## config.mk

```make
export PLATFORM = sky130hd
export DESIGN_NAME = bcd_digit_seq
export DESIGN_NICKNAME = d
export VERILOG_FILES = /design/src/rtl/bcd_seq_pkg.sv /design/src/rtl/dd_add3.sv /design/src/rtl/bcd_digit_seq.sv
export SDC_FILE = /design/constraint.sdc
export NUM_CORES = 1
export LEC_CHECK = 0
export CORE_UTILIZATION = 59
export CTS_CLUSTER_DIAMETER = 150
export CTS_CLUSTER_SIZE = 20
export DETAILED_ROUTE_END_ITERATION = 8
export PLACE_DENSITY = 0.83
export SLEW_MARGIN = 20
export SYNTH_ARGS = -nofsm -noshare
export SYNTH_HDL_FRONTEND = slang
export SYNTH_SLANG_ARGS = --single-unit
```

## constraint.sdc

```tcl
create_clock -name clk -period 6.3 [get_ports clk]
set_input_delay 0.945 -clock clk [delete_from_list [all_inputs] [get_ports clk]]
set_output_delay 0.945 -clock clk [all_outputs]
set_load 0.005 [all_outputs]
```

## src/rtl/bcd_seq_pkg.sv

```systemverilog
// Shared types and constants for the serial binary-to-BCD digit sequencer.
package bcd_seq_pkg;

   typedef enum logic [1:0] {
      StIdle  = 2'd0,
      StShift = 2'd1,
      StEmit  = 2'd2,
      StDone  = 2'd3
   } state_e;

   localparam int unsigned DigitCnt = 3;

   localparam logic [1:0] IdxH = 2'd2;
   localparam logic [1:0] IdxT = 2'd1;
   localparam logic [1:0] IdxU = 2'd0;

   // ceil(bin_w * log10(2)) with log10(2) ~= 0.30103, never fewer than the emitted digits
   function automatic int unsigned scratch_digits(input int unsigned bin_w);
      int unsigned n;
      n = (bin_w * 30103 + 99999) / 100000;
      return (n < DigitCnt) ? DigitCnt : n;
   endfunction

endpackage

```

## src/rtl/dd_add3.sv

```systemverilog
// Double-dabble correction: a BCD digit of 5 or more gets 3 added before the shift.
module dd_add3 (
   input  logic [3:0] digit_i,
   output logic [3:0] digit_o
);

   always_comb begin
      digit_o = digit_i;
      if (digit_i >= 4'd5) begin
         digit_o = digit_i + 4'd3;
      end
   end

endmodule

```

## src/rtl/bcd_digit_seq.sv

```systemverilog
// Serial double-dabble converter that presents hundreds, tens and units one per cycle
// to a downstream BCD decoder, with optional leading-zero blanking.
module bcd_digit_seq
   import bcd_seq_pkg::*;
#(
   parameter int unsigned BIN_W    = 8,
   parameter bit          BLANK_LZ = 1'b0
) (
   input  logic             clk,
   input  logic             rst_n,
   input  logic             start,
   input  logic [BIN_W-1:0] bin_in,
   output logic             busy,
   output logic             done,
   output logic [3:0]       bcd_num,
   output logic             enable,
   output logic [1:0]       digit_idx,
   output logic [3:0]       bcd_h,
   output logic [3:0]       bcd_t,
   output logic [3:0]       bcd_u
);

   localparam int unsigned ND = scratch_digits(BIN_W);
   localparam int unsigned SW = 4 * ND;
   localparam int unsigned CW = $clog2(BIN_W + 1);

   state_e           state_q, state_d;
   logic [CW-1:0]    cnt_q, cnt_d;
   logic [BIN_W-1:0] sh_q, sh_d;
   logic [SW-1:0]    scr_q, scr_d;
   logic [1:0]       idx_q, idx_d;
   logic [3:0]       res_h_q, res_h_d;
   logic [3:0]       res_t_q, res_t_d;
   logic [3:0]       res_u_q, res_u_d;

   logic             busy_q, busy_d;
   logic             done_q, done_d;
   logic [3:0]       num_q, num_d;
   logic             en_q, en_d;
   logic [1:0]       dig_idx_q, dig_idx_d;

   logic [SW-1:0]       scr_adj;
   logic [SW+BIN_W-1:0] dabble;
   logic [SW-1:0]       scr_shift;
   logic [BIN_W-1:0]    sh_shift;
   logic                lz_h, lz_t;

   for (genvar g = 0; g < ND; g++) begin : g_add3
      dd_add3 u_add3 (
         .digit_i (scr_q[4*g +: 4]),
         .digit_o (scr_adj[4*g +: 4])
      );
   end

   // Scratch and binary shift as one register so the binary MSB falls into the units digit.
   always_comb begin
      dabble    = {scr_adj, sh_q} << 1;
      scr_shift = dabble[SW+BIN_W-1:BIN_W];
      sh_shift  = dabble[BIN_W-1:0];
   end

   always_comb begin
      state_d = state_q;
      cnt_d   = cnt_q;
      sh_d    = sh_q;
      scr_d   = scr_q;
      idx_d   = idx_q;
      res_h_d = res_h_q;
      res_t_d = res_t_q;
      res_u_d = res_u_q;

      unique case (state_q)
         StIdle: begin
            if (start) begin
               sh_d    = bin_in;
               scr_d   = '0;
               cnt_d   = '0;
               state_d = StShift;
            end
         end
         StShift: begin
            scr_d = scr_shift;
            sh_d  = sh_shift;
            cnt_d = cnt_q + CW'(1);
            if (cnt_q == CW'(BIN_W - 1)) begin
               res_h_d = scr_shift[8 +: 4];
               res_t_d = scr_shift[4 +: 4];
               res_u_d = scr_shift[0 +: 4];
               idx_d   = IdxH;
               state_d = StEmit;
            end
         end
         StEmit: begin
            if (idx_q == IdxU) begin
               state_d = StDone;
            end else begin
               idx_d = idx_q - 2'd1;
            end
         end
         StDone: begin
            state_d = StIdle;
         end
         default: begin
            state_d = StIdle;
         end
      endcase
   end

   // Outputs are decoded from the next state so they register cleanly on the same edge.
   always_comb begin
      busy_d    = (state_d != StIdle);
      done_d    = (state_d == StDone);
      num_d     = 4'd0;
      en_d      = 1'b0;
      dig_idx_d = 2'd0;
      lz_h      = (res_h_d == 4'd0);
      lz_t      = lz_h && (res_t_d == 4'd0);

      if (state_d == StEmit) begin
         dig_idx_d = idx_d;
         case (idx_d)
            IdxH: begin
               num_d = res_h_d;
               en_d  = !(BLANK_LZ && lz_h);
            end
            IdxT: begin
               num_d = res_t_d;
               en_d  = !(BLANK_LZ && lz_t);
            end
            default: begin
               num_d = res_u_d;
               en_d  = 1'b1;
            end
         endcase
      end
   end

   always_ff @(posedge clk or negedge rst_n) begin
      if (!rst_n) begin
         state_q   <= StIdle;
         cnt_q     <= '0;
         sh_q      <= '0;
         scr_q     <= '0;
         idx_q     <= 2'd0;
         res_h_q   <= 4'd0;
         res_t_q   <= 4'd0;
         res_u_q   <= 4'd0;
         busy_q    <= 1'b0;
         done_q    <= 1'b0;
         num_q     <= 4'd0;
         en_q      <= 1'b0;
         dig_idx_q <= 2'd0;
      end else begin
         state_q   <= state_d;
         cnt_q     <= cnt_d;
         sh_q      <= sh_d;
         scr_q     <= scr_d;
         idx_q     <= idx_d;
         res_h_q   <= res_h_d;
         res_t_q   <= res_t_d;
         res_u_q   <= res_u_d;
         busy_q    <= busy_d;
         done_q    <= done_d;
         num_q     <= num_d;
         en_q      <= en_d;
         dig_idx_q <= dig_idx_d;
      end
   end

   assign busy      = busy_q;
   assign done      = done_q;
   assign bcd_num   = num_q;
   assign enable    = en_q;
   assign digit_idx = dig_idx_q;
   assign bcd_h     = res_h_q;
   assign bcd_t     = res_t_q;
   assign bcd_u     = res_u_q;

endmodule
```

After elaboration in Yosys (flattened, before gate mapping)
Cells that the tools add are included.

cells by class
  add/subtract/negate cells = 5
  $mul = 0
  divide/modulo/power cells = 0
  equality and inequality tests = 9
  reduce and logical (&&, ||, !) cells = 5
  bitwise logic cells = 0
  shift-type cells = 0
  $lt $le $gt $ge = 3
  muxes and demuxes = 26

operator list
  kind                 count
  $mux 4               10
  $pmux 12 s2          1
  $pmux 4 s2           2
  $pmux 8 s2           1
  $ge 4x3->1 const B   3
  $mux 12              1
  $mux 2               6
  $eq 2x2->1 const B   5
  $add 4x2->4 const B  2
  $mux 8               1
  $pmux 2 s4           1
  $add 4x1->4 const B  1
  $eq 2x1->1 const B   2
  $eq 4x3->1 const B   1
  $logic_not 2->1      2
  $pmux 2 s2           1
  $reduce_bool 2->1    2
  $add 3x2->3 const B  1
  $mux 3               1
  $ne 2x2->1 const B   1
  $reduce_and 2->1     1
  $sub 2x1->2 const B  1
  $mux 1               1

storage, ports and cells
  bits in registers = 49
  bits in read-only memories = 0
  word-level logic and storage cells = 61
  memory bits (writable) = 0
  output and inout port bits = 21
  memories kept = 0
  input bits = 11
  latch bits = 0

Depth between registers and ports, before layout
Gate-level depths: netlist of run 1.

  word-level depth = 6
  depth in mapped cells = 13
  mapped depth without buffers = 10

By module
Synthesis of run 1 repeated with hierarchy kept, for this count alone.

second synthesis, totals
  cells, all modules = 224
  area, all modules = 2512.4 µm²

by module, submodules not included
  module         instances  cells each  seq. area each (µm²)  area an instance (µm²)
  bcd_digit_seq  1          176         1226.2                2208.4
  dd_add3        3          16          0.0                   101.3

Worst setup path before layout of run 1
Ideal clock, no wire load.

  path type = reg2reg
  start = register state_q[1]
  end = register num_q[3], in the netlist bcd_num[3]
  arrival time = 2160 ps
  path buffers = 3
  data required time = 6180 ps
  stages on the path, launching flop included = 12
  clock period less this slack = 2281 ps
  library setup time = 120 ps
  path slack = 4019 ps
  path through = dfrtp_1 > inv_1 > ha_1 > buf_4 > and4b_1 > buf_4 > buf_6 > a21oi_1 > a31oi_2 > ha_1 > a221o_1 > o211a_1

on the way
  word-level cells in the longest chain between the ends = 5
  elaborated cells between the ends (all ways) = 17
  those cells by class = eq/ne: 6; mux: 10; reduce/logical: 1

ends and longest elaborated chain
  element                                          RTL line              RTL
  start: declaration                               bcd_digit_seq.sv:27   state_e state_q, state_d;
  start signal: assignment                         bcd_digit_seq.sv:140  state_q <= StIdle;
  start signal: assignment                         bcd_digit_seq.sv:154  state_q <= state_d;
  $eq 2x2->1 / $eq 2x1->1 (equally long branches)  bcd_digit_seq.sv:72   unique case (state_q)
  $pmux 2 s2 (*)                                   bcd_digit_seq.sv:72
  via idx_d[1]                                     bcd_digit_seq.sv:31   logic [1:0] idx_q, idx_d;
  $eq 2x1->1 / $eq 2x2->1 (equally long branches)  bcd_digit_seq.sv:121  case (idx_d)
  $pmux 4 s2 (*)                                   bcd_digit_seq.sv:121
  $mux 4 (*)                                       bcd_digit_seq.sv:119  if (state_d == StEmit) begin
  via num_d[3]                                     bcd_digit_seq.sv:38   logic [3:0] num_q, num_d;
  end signal: assignment                           bcd_digit_seq.sv:164  num_q <= num_d;
  end: declaration                                 bcd_digit_seq.sv:38

Mark *: on every way through the listed nets, which the timed path passes. The rest lies on a longest branch.
A chain may end at the register's enable or synchronous reset.

Final worst setup path of run 1
  start = register state_q[1]
  end = register num_q[1], in the netlist bcd_num[1]

The elaborated chain is that of the path after synthesis.

==> flow_results.org, run 1 <==
** Run status
- Result of the run :: complete, no violations

** STA
- After routing, the total negative slack on setup checks comes to 0 ns.
- Setup violations, final :: 0
- Clock skew on the completed layout was measured at between 0.006 and 0.007 ns.
- Dividing the final minimum period by the clock period gives 0.5310.
- Worst relative slew slack :: 0.2648
- Final min period :: around 3.3 ns
- Worst slack on hold paths :: 0.5009 ns
- Slew Viols, Final :: 0
- Static timing analysis puts the maximum clock frequency at around 300 MHz.
- For the pin with the worst max-slew slack, the measured transition is 1.103 ns.
- Endpoints failing hold :: 0
- Setup repair after global routing missed its margin :: false

** Power
- Power per cell area :: between 300 and 400 nW/um^2
- Peak ir drop on the vdd network :: 246.6 uV
- Static Leak :: roughly 1.3 nW

** Drt
- The count of nets left with antenna violations once routing finished came out at 0.
- Total wire length :: about 4900 um
- DRC violations left :: 0
- Using the TritonRoute via totals, the vias-per-cell ratio works out to between 5 and 6.
- Before antenna repair, the detailed router went through 4 iterations.
- Number of DRC markers in iteration 0 :: 194
- Routed wire length per instance :: roughly 15 um
- Overall via count from detail_route :: 1873

** Critical path
- Counting both buffers and inverters, the worst setup path holds a total of 1.
- Sort of element at the start of the critical path :: register
- Startpoint of the lowest-slack register-to-register path :: state_q[1]
- Setup slack on the worst reg-to-reg path comes out at 2.95 ns.
- On the worst path, the slowest cell contributes a delay of 0.86 ns.
- Worst-path cell with the longest stage delay :: and4b_1
- Data on the critical path is required at its endpoint by 6.52 ns.
- At the worst endpoint, the arrival time is ~3.6 ns.
- Largest delay contributor family on the critical path :: adder cells
- Critical path capture point type :: register
- Of all nets on the critical path, the largest fanout is 25.
- Capture point of the worst reg-to-reg path :: bcd_num[1]
- The critical path is of the register to register type.
- Reg2Reg Depth :: 9
- CP Cell Sequence :: inv_1, ha_1, and4b_1, a21oi_1, a31oi_2, ha_1, nand2_1, a21oi_1, a311oi_2

** Final layout
- Highest-count cells in the layout ignoring fill and taps :: dfrtp_1, nand2_1, clkdlybuf4s50_1
- 0 antenna diodes ended up in the layout.
- Of the cells placed in the final design, the portion with a size suffix greater than 1 is 0.07914.
- Count of fill cells added during filler insertion :: approximately 310
- Sequential Area :: roughly 1200 um^2
- Final cell count without fillers :: between 300 and 400
- Net count, final :: 300
- Combined area of the multi-input logic cells :: between 1000 and 1500 um^2
- Leaving out fill and tap cells, the most frequent cell in the layout is dfrtp_1.
- Relative to the synthesized area, the layout overhead comes to 15.79%.

** Floorplanning
- The floorplan step defined a core boundary enclosing 4029 um^2.
- From bottom edge to top edge, the die measures about 67 um.
- After floorplanning, the core was divided into 23 placement rows.
- Full die area :: 4466 um^2
- I/O pin cnt :: 32
- X dimension of the die :: about 67 um
- The initial utilization of the core area, before any placement, comes to 0.6155.

** Synthesis
- Synth Area in XOR/XNOR :: 0.01060
- When the netlist entered floorplanning its net count stood at roughly 270.
- For this run, the number of Yosys warnings is 0.
- By area the synthesized netlist is led by dfrtp_1, ha_1, nand2_1.
- Of the total synthesized cell area, the portion taken by full adders, half adders and majority gates is 0.06054.
- Of the total synthesized cell area, the portion taken by AND, OR, NAND and NOR gates is 0.1574.
- The synthesized design spends more area on one cell type than any other, namely dfrtp_1.
- Avg Cell Area, Syn :: approximately 9.9 um^2
- The cell count after synthesis came out at between 200 and 300.
- Netlist area before placement :: 2480 um^2
- Mux cell area share after synthesis :: 0.03734
- Count of flip-flops with a built-in enable after synthesis :: 0
- The synthesized design contains 49 register bits.
- For this run, the register share of the synthesized area comes to 0.4945.
- Synth cell types :: 48
- Most used flip-flop cell after synthesis :: dfrtp_1
- The complex-gate fraction of the synthesized area came to 0.1927.
- Fraction of post-synthesis cell area in the top cell type by area :: 0.4945
- After synthesis, the largest family of logic cells by area is compound AO/OA/AOI/OAI gates.
- For this run, asynchronously set or reset flops after synthesis account for 1.000.

** Global route
- Global-route wire length before repair :: about 8100 um
- In the global route stage, overall resource usage came out at 0.2504.
- Largest net degree at the start of global routing :: 50
- GRT overflow :: 0
- The number of antenna violations at the first check in global routing came to 0.
- The number of global-route vias before repair was 1742.

** Placed design
- Routability-driven placement congestion ratio :: about 0.82
- Number of input and output port buffers inserted :: 31
- HPWL after detailed placement :: about 3500 um
- Including well taps, the total number of placed cells is 320.

** Min path
- Hold_sp :: sh_q[3]
- Count of cells along the worst hold path :: 2
- The path class of the tightest hold or removal check is register to register.
- Endpoint of the worst hold path :: sh_q[3]

** CTS
- Hold buffer count at cts :: 0
- The cell sitting at the root of the clock tree is a clkbuf_8.
- Gates resized during post-CTS repair numbered 0.
- The clock reaches the later pin of the worst-skew pair after roughly 0.31 ns.
- TritonCTS built the clock tree.
- After clock tree synthesis, the clock-pin slew on the worst setup and hold paths is 0.09 ns.
- Max H-tree Level :: 2
- Clock sink total :: roughly 50
- Post-CTS setup-driven buffer insertion count :: 0
- Maximum buffer depth of the clock tree :: 2
- CTS buffer count :: 5

** Job
- Number of max-cap violations :: 0
[layer usage]
metal / vias to the layer above / share of wire / GRT usage
li1: 927 / - / -
met1: 882 / 0.45 / 0.3352
met5: - / 0 / 0
met2: 58 / 0.48 / 0.3965
met3: 6 / 0.057 / 0.06336
met4: 0 / 0.0087 / 0.07979
[power breakdown]
group | switching [mW] | internal, mW | leakage, nW | total (mW)
Combinational | 0.253 | 0.181 | 0.601 | 0.434
Sequential | 0.0666 | 0.395 | 0.660 | 0.461
Clock | 0.103 | 0.0792 | 0.0395 | 0.182
Total | 0.423 | 0.655 | 1.30 | 1.08
[synth_stat cells, drive strengths merged (3+ instances only)]
library cell  instances
buf                   6
o21ai                28
a22o                  6
mux2i                 7
a21oi                14
nor2                 13
nor3                  5
a31oi                 9
xnor2                 3
nor2b                 4
ha                   12
nand2b                5
clkbuf                5
a21o                  3
dfrtp                49
nand2                40
inv                  13
[how the worst max path moves through the flow]
stage | start | to | slack, ns | cells past startpoint
after floorplan | state_q[1] | bcd_num[3] | 4.02 | 11
final | state_q[1] | bcd_num[1] | 2.95 | 9
after global placement | state_q[1] | bcd_num[2] | 3.10 | 9
after CTS | state_q[1] | bcd_num[3] | 2.95 | 8
after global routing | state_q[1] | bcd_num[1] | 2.72 | 9
after detailed placement | state_q[1] | bcd_num[3] | 2.96 | 8
[logic make-up (layout without fill, tap and decap cells)]
family	Yosys count	count (layout)
buffers and inverters	25	53
muxes	9	9
DFF	49	49
xor gates and xnor gates	3	3
AOI/OAI and AO/OA	71	71
and+or+nand+nor	81	81
adders and majority gates	12	12
[area by class of cell]
cell class                 instances  area share
timing repair buffer              31      0.1072
multi-input combinational        176      0.3974
tap                               50     0.02179
sequential                        49      0.4270
clock buffer                       8     0.02789
inverter                          14     0.01874
[state kept, by name, indices dropped and copies added, names as in the netlist]
register,cells
scr_q,12
sh_q,8
bcd_h,4
bcd_num,4
bcd_t,4
bcd_u,4
cnt_q,4
digit_idx,2
idx_q,2
state_q,2
busy,1
done,1
enable,1
[stage by stage]
step	setup slack, ns	area (um^2)	total power, mW	utilization
floorplan	4.019	2480	0.7628	-
global placement	3.105	2789	0.8792	0.6922
detailed placement	2.963	2789	0.8983	0.6922
CTS	2.954	2869	1.080	0.7121
global route	2.721	2872	1.156	0.7127
finish	2.955	2872	1.078	0.7127
[worst min-delay path, delay by kind of cell, from the launching register on]
family          cells  cell delay (ns)
compound gates      1             0.07
simple gates        1             0.05
flops               1             0.35
No activity file was read; power rests on OpenSTA's default activity.
==> inputs of run 2 (changes only) <==
--- a/config.mk
+++ b/config.mk
@@ -5,11 +5,11 @@
 export SDC_FILE = /design/constraint.sdc
 export NUM_CORES = 1
 export LEC_CHECK = 0
-export CORE_UTILIZATION = 59
+export CORE_UTILIZATION = 55
 export CTS_CLUSTER_DIAMETER = 150
 export CTS_CLUSTER_SIZE = 20
 export DETAILED_ROUTE_END_ITERATION = 8
-export PLACE_DENSITY = 0.83
+export PLACE_DENSITY = 0.78
 export SLEW_MARGIN = 20
 export SYNTH_ARGS = -nofsm -noshare
 export SYNTH_HDL_FRONTEND = slang
==> constraint.sdc (replaced) <==
create_clock -name clk -period 3.51 [get_ports clk]
set_input_delay 0.5265 -clock clk [delete_from_list [all_inputs] [get_ports clk]]
set_output_delay 0.5265 -clock clk [all_outputs]
set_load 0.005 [all_outputs]
==> run 2 against run 1 <==
Compared with the run above: routed wire length is 7.9% lower; power is 78% higher; count of clock-buffer cells in the layout stayed put; combinational power is 80% higher; sequential share of layout area is 0.37 points lower; fmax is 43% higher; sequential power is 79% higher; final cell count is 1.2% higher; global-route usage is 3.8 points lower; critical path type unchanged; critical endpoint is now bcd_num[3]; highest routed layer unchanged.
==> flow_results.org, run 2 (synthesis results as in run 1) <==
** CTS
- The H-tree generated during clock tree synthesis spans 2 levels.
- Clock slew at reported path FFs :: 0.08 ns
- Master cell of the clock root buffer :: clkbuf_8
- Post-cts sizing count :: 0
- Clock sink total :: between 40 and 50
- TritonCTS built the clock tree.
- CTS buffer count :: 5
- Buffers added to address setup during post-CTS repair amount to 0.
- Latest clock arrival within the worst-skew pair :: about 0.30 ns
- Counting along the longest clock path gives a buffer depth of 2.
- Hold buffer count at cts :: 0

** Final layout
- Fraction of layout instances using a drive strength above 1 :: 0.08571
- Leaving out fill and tap cells, the most frequent cell in the layout is dfrtp_1.
- The library cells used most frequently in the layout, excluding fill and tap cells, are dfrtp_1, nand2_1, clkdlybuf4s50_1.
- Most flop-heavy register :: scr_q
- At the end of the flow the core is filled with cells to 0.6652.
- For this run, the post-layout net count is between 300 and 400.
- Top flop regs :: scr_q x12, sh_q x8
- From synthesis to final layout, the design area changed by 16.80%.
- Antenna diode count :: 0
- The register with the most flip-flops in the layout has 12 of them.

** Floorplanning
- For this configuration, the core starts out at a cell density of 0.5695.
- After floorplanning, the core was sized to cover between 4000 and 5000 um^2.
- X dimension of the die :: slightly below 70 um
- Number of placement rows :: 24
- From bottom edge to top edge, the die measures just under 70 um.
- Pin placement for this block handled 32 I/O pins.
- Full die area :: ~4800 um^2

** STA
- The final hold violation count came to 0.
- Setup repair after global routing left no endpoint under its margin.
- Setup TNS Final :: 0 ns
- Setup violations remaining at the end of the flow were counted as 0.
- Final min period :: 2.338 ns
- Across the routed clock network, the largest skew measured is slightly above 0.006 ns.
- Maximum clock frequency :: 427.6 MHz
- Slew Viols, Final :: 0
- Worst relative slew slack :: 0.5115
- Share of the cycle needed by the critical path after routing :: 0.6662
- Worst Max-Slew Pin Slew :: around 0.73 ns

** Job
- Number of max-cap violations :: 0

** Drt
- DRC violations left :: 0
- After detailed routing, the met2 layer carries ~2000 um of wire.
- Total wire length :: 4539 um
- DRT antenna net count :: 0
- For this run, the detailed router's first-pass iteration total came to 4.
- In the detailed route, the total length drawn on met3 is between 150 and 200 um.
- Overall via count from detail_route :: 1862
- Highest signal layer in the routed design :: met4
- The detailed router put a total of about 2200 um of wire on met1.
- Number of DRC markers in iteration 0 :: between 100 and 150
- Routed wire length per instance :: roughly 14 um
- Ratio of routed vias to standard cells :: 5.608

** Placed design
- Routability-driven placement congestion ratio :: ~0.85
- Port buffering added 31 buffers.
- Detailed placement ended at an HPWL of 3259 um.

** Critical path
- The largest individual stage delay along the critical path comes from the cell dfrtp_1.
- Worst setup path startpoint :: state_q[1]
- Among the stages of the critical path, the cell type that occurs most often is ha_1.
- Following the worst setup path forward leads to its endpoint at bcd_num[3].
- Max Fanout on Critical Path :: 18
- Critical Path RT :: between 3 and 4 ns
- The worst setup path is launched from a register.
- In this run the critical register-to-register path is captured at bcd_num[3].
- The worst setup path is captured at a register.
- Startpoint of the lowest-slack register-to-register path :: state_q[1]
- The worst register-to-register path has a depth of 9.
- Register-to-register setup slack :: around 1.2 ns
- The worst setup path is of the register to register kind.
- CP Cell Sequence :: inv_1, ha_1, buf_4, and4b_1, a21oi_1, a31oi_2, ha_1, a221o_1, o211a_1
- At the worst endpoint, the arrival time is approximately 2.5 ns.
- CP max stage delay :: between 0.4 and 0.5 ns

** Power
- Across the VDD grid, the largest voltage drop is about 370 uV.
- For this design the static power due to leakage is approximately 1.3 nW.
- Power per cell area :: 661.9 nW/um^2

** Global route
- Global-route wire length before repair :: about 8100 um
- After global routing the overflow that remains totals 0.
- Initial antenna violation count :: 0
- The number of global-route vias before repair was ~1800.
- Entering global routing, the biggest net connects 50 pins.
- GRT Total Usage :: 0.2121

** Run status
- The run finished with clean final reports.

** Min path
- Class of the tightest hold or removal check :: input pin to async pin
## run 2: changes by cell type in the layout (fill, tap and decap cells not counted), sizes merged
| cell | delta |
|---|---|
| buf | +2 |
## run 2: how the worst min path moves through the flow
| stage | slack [ns] | cells after the start | endpoint |
|---|---|---|---|
| finish | 0.23 | 1 | bcd_u[1] |
| global route | 0.29 | 1 | bcd_u[0] |
| CTS | 0.45 | 1 | bcd_u[3] |
| detailed placement | 0.48 | 2 | sh_q[5] |
| floorplan | 0.23 | 0 | bcd_h[0] |
| global placement | 0.47 | 2 | sh_q[6] |
## run 2: metal layers
metal | vias to the layer above | GRT usage
met4 | 0 | 0.06803
met3 | 8 | 0.05117
met2 | 47 | 0.3204
li1 | 929 | -
met1 | 878 | 0.3029
met5 | - | 0
## run 2: where the power goes
group / internal [mW] / leakage, nW / total, mW / switching [mW]
Combinational: 0.331 / 0.612 / 0.780 / 0.449
Clock: 0.142 / 0.0395 / 0.313 / 0.172
Sequential: 0.708 / 0.660 / 0.824 / 0.116
## run 2: critical path, delay by kind of cell (launching register included)
kind,cells,cell delay (ns)
AOI/OAI and AO/OA,4,0.71
adders and majority gates,2,0.50
buffers and inverters,2,0.35
DFF,1,0.41
and+or+nand+nor,1,0.26
## run 2: area by class of cell
| cell class | count | area (um^2) |
|---|---|---|
| multi-input combinational | 176 | 1149 |
| inverter | 14 | 53.80 |
| tap | 52 | 65.06 |
| timing repair buffer | 33 | 322.8 |
| clock buffer | 8 | 80.08 |
| fill | 352 | 1458 |
| sequential | 49 | 1226 |
## run 2: stage by stage
stage	instances	setup slack (ns)	hold slack, ns	total power [mW]	area [um^2]
final	332	1.172	0.2303	1.917	2897
after detailed placement	324	1.194	0.4823	1.600	2806
after global placement	324	1.276	0.4722	1.581	2806
after global routing	332	1.015	0.2899	2.068	2897
after CTS	332	1.180	0.4536	1.919	2887
after floorplan	250	1.229	0.2309	1.369	2480
